## src/rtl/clk_dec_unit.sv

```systemverilog
// clk_dec_unit: clock buffer, even-ratio clock divider and 3-to-8 one-hot decoder.
// Optional build macro DEC_OUT_REG_EN: registers the decoder output (1-cycle latency).
module clk_dec_unit #(
    parameter int unsigned DIV_RATIO = 2
) (
    input  logic       clka,
    input  logic       rst_n,
    input  logic       E,
    input  logic [2:0] In,
    output logic [7:0] Out,
    output logic       clka_out,
    output logic       clkb_out
);

    localparam int unsigned HALF  = DIV_RATIO / 2;
    localparam int unsigned CNT_W = (HALF > 1) ? $clog2(HALF) : 1;
    localparam logic [CNT_W-1:0] CNT_LAST = CNT_W'(HALF - 1);

    // Reject odd or out-of-range ratios at elaboration
    if ((DIV_RATIO < 2) || (DIV_RATIO > 256) || ((DIV_RATIO % 2) != 0)) begin : g_bad_ratio
        $error("clk_dec_unit: DIV_RATIO must be an even value in 2..256");
    end

    logic [CNT_W-1:0] cnt_q, cnt_d;
    logic             clkb_q, clkb_d;
    logic [7:0]       dec_c;

    // Buffered clock copy, independent of reset
    assign clka_out = clka;

    // One AND term per output bit, so a bad select can never light two lines
    always_comb begin
        dec_c = 8'h00;
        for (int i = 0; i < 8; i++) begin
            dec_c[i] = E & (In == 3'(i));
        end
    end

    // Half-period counter: wrap and toggle the divided clock on the last count
    always_comb begin
        cnt_d  = cnt_q + CNT_W'(1);
        clkb_d = clkb_q;
        if (cnt_q == CNT_LAST) begin
            cnt_d  = '0;
            clkb_d = ~clkb_q;
        end
    end

    // Divider state; reset truncates the divided clock immediately
    always_ff @(posedge clka or negedge rst_n) begin
        if (!rst_n) begin
            cnt_q  <= '0;
            clkb_q <= 1'b0;
        end else begin
            cnt_q  <= cnt_d;
            clkb_q <= clkb_d;
        end
    end

    assign clkb_out = clkb_q;

`ifdef DEC_OUT_REG_EN
    logic [7:0] out_q;

    // Registered decoder output for a glitch-free select bus
    always_ff @(posedge clka or negedge rst_n) begin
        if (!rst_n) begin
            out_q <= 8'h00;
        end else begin
            out_q <= dec_c;
        end
    end

    assign Out = out_q;
`else
    assign Out = dec_c;
`endif

endmodule

```

## config.mk

```make
export PLATFORM = sky130hd
export DESIGN_NAME = clk_dec_unit
export DESIGN_NICKNAME = d
export VERILOG_FILES = /design/src/rtl/clk_dec_unit.sv
export SDC_FILE = /design/constraint.sdc
export NUM_CORES = 1
export LEC_CHECK = 0
export CORE_AREA = 2 2 39 41
export DETAILED_ROUTE_END_ITERATION = 10
export DIE_AREA = 0 0 41 43
export PLACE_DENSITY_LB_ADDON = 0.2
export SETUP_SLACK_MARGIN = 0.05
export SYNTH_ARGS = -nofsm -noshare
export SYNTH_HDL_FRONTEND = slang
export SYNTH_SLANG_ARGS = --single-unit
```

## constraint.sdc

```tcl
create_clock -name clka -period 1.2 [get_ports clka]
set_input_delay 0.24 -clock clka [delete_from_list [all_inputs] [get_ports clka]]
set_output_delay 0.24 -clock clka [all_outputs]
set_load 0.03 [all_outputs]
```

Word level (Yosys, flattened, before mapping) --
Index checks and enable logic that the tools add are counted. Widths: inputs -> output; s select.
Word-level totals: bits in registers 2, input bits 6, output and inout bits 10
Cells by class: add/subtract/negate cells 1, eq/ne operators 7, mux-type cells 1, bitwise logic cells 9, reductions and logical operators 1
Operator list (number):
- $eq 3x3->1 const B | 4
- $and 1x1->1 | 8
- $eq 3x2->1 const B | 2
- $eq 3x1->1 const B | 1
- $logic_not 3->1 | 1
- $add 1x1->1 const B | 1
- $mux 1 | 1
- $not 1->1 | 1

Logic depth before layout (Yosys ltp) --
Gate-level depths: netlist of the first run.
depth in word-level cells 2, mapped depth 1

==> impl_results.md, run 1 <==
- Status: complete, no violations
- Setup Viol. Count Final: 0
- Initial Util: under 10%
- Antenna violations before repair: 0
- Most common cell after layout, fill and taps aside: buf_4
- Vias in the first global route: about 160
- Comb power frac: between 10 and 15%
- Rows: 14
- Lkg Pwr: between 0.15 and 0.2 nW
- Synthesis Warnings: 0
- Largest net degree at the start of global routing: 9
- Worst Reg-to-Reg Cells: 1
- RSZ-0062 raised after global routing: false
- Setup TNS Final: 0 ns
- Clk_skew: 0 ns
- Clk_lat worst skew: between 0.3 and 0.4 ns
- Drt drc: 0
- DRT antenna net count: 0
- Placer Congestion: 0.593
- Yosys top cell by area: and4bb_2
- DRT Pass-1 Iters: 2
- Critical Path Source Type: primary input
- Avg Cell Area, Syn: 12.1 um2
- CTS tree: done
- Total wire length: about 440 um
- Tcrit/Tclk final: a little over nine tenths
- Worst slew margin: roughly 86%
- Post-route minimum period: 1.14 ns
- Synthesized net count: 17
- Max Slew Vio Count: 0
- Antenna diodes: 0
- Area grow syn2layout: 134%
- Crit Path Max Fanout: 8
- CTS hold repair buffers: 0
- Nets: 37
- Int Pwr: 0.275 mW
- Yosys top cell area share: around 28%
- Reg-to-reg critical path startpoint: clkb_out$_DFF_PN0_
- Die ar.: 1760 um2
- Fmax: 876 MHz
- Switching share of power: ~36%
- Worst hold path class: in2async
- Post-synthesis instance total: 11
- Setup slack, reg-to-reg: about 0.72 ns
- Max cap viols: 0
- Yosys cell types: 7
- Worst-margin pin slew: roughly 0.22 ns
- Design Power: around 0.43 mW
- Worst-path clk slew: approximately 0.030 ns
- CP endpoint kind: output pin
- Post-CTS Setup Repair Bufs: 0
- Critical path type: in2out
- Vias/cell: between 3 and 4
- Via count: between 150 and 200
- Hold Vio Cnt, Final: 0
- Arrival @ worst endpoint: 0.90 ns
- Required @ worst endpoint: 0.96 ns
- I/O pin cnt: 16
- Grt ovf: 0
- Share of cells above drive strength 1: roughly nine tenths
- Synth top area cells: and4bb_2, and4b_2, dfrtp_1, nor4b_2, and4_2
- Max rail drop VDD: between 500 and 600 uV
- Iteration-0 DRC Markers: 1
- Most frequent cells in the layout: buf_4, clkbuf_4, buf_6
- Power Dens Cells: between 1000 and 1500 nW/um2
- Gr usage total: slightly above 5%
- Die width: roughly 41 um
- I/O Buffers: 15
- Clk network pwr share: between 70% and 80%
- Max reg flops: 1
- First-pass GRT wire length: between 600 and 700 um
- Core Area: around 1400 um2
- Seq pwr share: ~8%
- Netlist Area Pre-Place: around 130 um2
- Yosys reg bits: 1
- Reg-to-reg critical path endpoint: clkb_out$_DFF_PN0_
- Net Switching: 0.154 mW
- Die Height: 43 um
- Sequential cell area fraction in the yosys report: about a fifth
- WL/cell: about 9.8 um
critical path, cell delays in order:
cell and delay, ns:
clkdlybuf4s15_2 0.23, nor4b_4 0.23, buf_4 0.20
worst max-delay path by stage:
stage	from	endpoint	cells past startpoint	slack, ns
after floorplan	In[1]	Out[0]	1	0.06
after global placement	In[0]	Out[4]	3	-0.28
after detailed placement	In[2]	Out[2]	3	-0.30
after CTS	E	Out[5]	3	0.08
after global routing	E	Out[0]	3	0.02
final	E	Out[0]	3	0.06
metal layers:
metal | vias to the layer above | GRT usage (%) | wire (um) | part of all wire [%]
met5 | - | 0 | 0 | 0
met1 | 88 | 5.71 | 138 | 31
li1 | 84 | - | - | -
met4 | 0 | 5.33 | 16 | 3.6
met2 | 2 | 7.81 | 283 | 64
met3 | 2 | 0 | 3 | 0.68
cell families (layout without fill, tap and decap cells):
logic type / count (synthesis) / after routing / synth area share (%)
buffers and inverters: 2 / 20 / 8.49
flip-flops: 1 / 1 / 18.9
AND/OR/NAND/NOR: 8 / 8 / 72.6
through the flow:
stage	hold WS, ns	utilization, %	instance area [um2]	setup WS [ns]	cells
finish	0.0743	22.4	310	0.0579	45
global placement	0.389	19.7	273	-0.276	41
CTS	0.0674	21.8	302	0.0840	45
global route	0.0697	22.4	310	0.0180	45
detailed placement	0.394	19.7	273	-0.303	41
floorplan	-0.0556	-	133	0.0597	11
cell usage after synthesis (all sizes together):
| master | number |
|---|---|
| and4bb | 3 |
| nor4b | 1 |
| inv | 1 |
| dfrtp | 1 |
| and4 | 1 |
| buf | 1 |
| and4b | 3 |
what timing repair did:
| item | 4_1_cts | 5_1_grt |
|---|---|---|
| resized for setup | 25 | 1 |
| pin swaps | 3 | 0 |
| endpoints found under the setup margin | 9 | 1 |
cell type report:
type                       count  area, um2
inverter                       1       3.75
fill                         155       1070
clock buffer                   5       41.3
multi-input combinational      8        105
tap                           16       20.0
timing repair buffer          14        115
sequential                     1       25.0
power by group through the flow:
stage,logic [mW],registers (mW),clock network [mW]
final,0.0631,0.0340,0.332
after global routing,0.0671,0.0340,0.343
after CTS,0.0594,0.0340,0.342
after detailed placement,0.0629,0.0343,0.139
after global placement,0.0618,0.0343,0.139
after floorplan,0.0261,0.0343,0.125
(Power assumes the default switching activity.)
==> run 2, diff against run 1 <==
Settings changed: ABC_AREA set to 0.
==> results of run 2 <==
Same layout as run 1: the final DEF is identical, and so are final timing and power.
==> patch: new RTL, settings of run 1 <==
Build with the macro `DEC_OUT_REG_EN` defined.
--- a/src/rtl/clk_dec_unit.sv
+++ b/src/rtl/clk_dec_unit.sv
@@ -2,2 +2,4 @@
 // Optional build macro DEC_OUT_REG_EN: registers the decoder output (1-cycle latency).
+`define DEC_OUT_REG_EN
+
 module clk_dec_unit #(
Formal check against the unedited RTL: not equivalent (a bounded check fails within 4 cycles, from zero or initial values and one cycle with rst_n low).
==> patch against run 1 <==
  * Sequential cell count is 8 higher
  * Power is 100% higher
  * Worst setup slack better by 0.019 ns
  * Global-route usage is 5.4 points higher
  * Largest power group unchanged
  * Design area is 77% higher
  * Critical path depth is 2 lower
  * Critical path type is now flop to primary output
  * Wire length is 42% higher
  * Highest routed layer unchanged
  * Area after synthesis grew to 2.5 times the old value
  * Count of clock-buffer cells in the layout is 2 higher
==> patch: results (changes against run 1) <==
final_layout:
  nClkBuffers: 7  # +2
  area_growth_syn_to_layout_pct: 65.0
  biggestCellCategory: "sequential cells"
  drive_above_1_share: 0.590  # -0.307
  multi_input_area_um2: 96.3  # -8.3%
  largest_register_ffs: 8  # +7
  stdcell_count: 55  # +22%
  seq_share: 0.410  # +0.329
  fin_nets: 46  # +24%
  fillers: 133  # -14%
  clk_share: 0.0957  # -0.0374
  nonClkBufAreaFrac: 0.276  # -0.0953
pwr:
  ir_drop_mv: 0.619  # +17%
  p_switching_mw: 0.244  # +59%
  pwr-share-comb: 0.084  # -0.063
  p_seq_mw: 0.313  # +820%
placement:
  dpl_cell_area_um2: 473  # +73%
  place.gp.congestion: 0.679  # +15%
  place_hpwl_um: 439
  pre_cts_ws_ns: -0.204  # +0.0984 ns
worst_setup_path:
  max_stage_delay_ns: 0.38  # +0.15 ns
  cp-startpoint: "clkb_out$_DFF_PN0_"
  path_delay_family: "flip-flops"
  crit_slowest_cell: "dfrtp_1"
  crit_arrival_ns: 0.88  # -0.02 ns
  path_max_fanout: 2  # -6
run_status:
  status: "completed"
yosys:
  netlist_top_cells_count: "9 x dfrtp_1, 3 x and4b_2, 3 x and4bb_2"
  ys_ff_latch: 9  # +8
  synth_nets: 25  # +8
  ys_top_cells_by_area: "dfrtp_1 68%, and4bb_2 11%, and4b_2 10%, nor4b_2 4.5%, and4_2 3.0%"
global_route:
  grt_first_pass_wirelength_um: 972  # +58%
cts:
  clk_latency_ns: 0.36  # +0.05 ns
  cts_resized: 8  # -68%
timing:
  slew-limit-headroom: 0.741  # -0.114
drt:
  dr_total_vias: 235  # +34%
  first_pass_iters: 3  # +1
## patch: changes by cell type in the layout (fill, tap and decap cells not counted), moves of 3 or more
cell and delta:
buf_4 -6, clkdlybuf4s50_1 +4, buf_6 +6, buf_2 -3, dfrtp_1 +8
## patch: routing by layer
metal,part of all wire,vias to the layer above,routed length [um],track usage
met2,0.46,14,290,0.0875
met1,0.41,107,257,0.0993
met4,0.0096,0,6,0.167
met5,0,-,0,0
li1,-,112,-,-
met3,0.12,2,74,0.110
## patch: worst paths after layout
path | depth (start not counted) | slack, ns | to
hold / removal | 1 | 0.17 | clkb_out$_DFF_PN0_
hold reg to reg | 1 | 0.43 | clkb_out$_DFF_PN0_
max in group asynchronous | 1 | 0.76 | Out[6]$_DFF_PN0_
min in group clka | 1 | 0.43 | clkb_out$_DFF_PN0_
setup / recovery | 1 | 0.08 | clkb_out
setup reg to reg | 1 | 0.70 | clkb_out$_DFF_PN0_
## patch: cells by family after synthesis
kind of cell  share of synthesized area
flops                             0.677
buf+inv                          0.0338
simple gates                      0.289
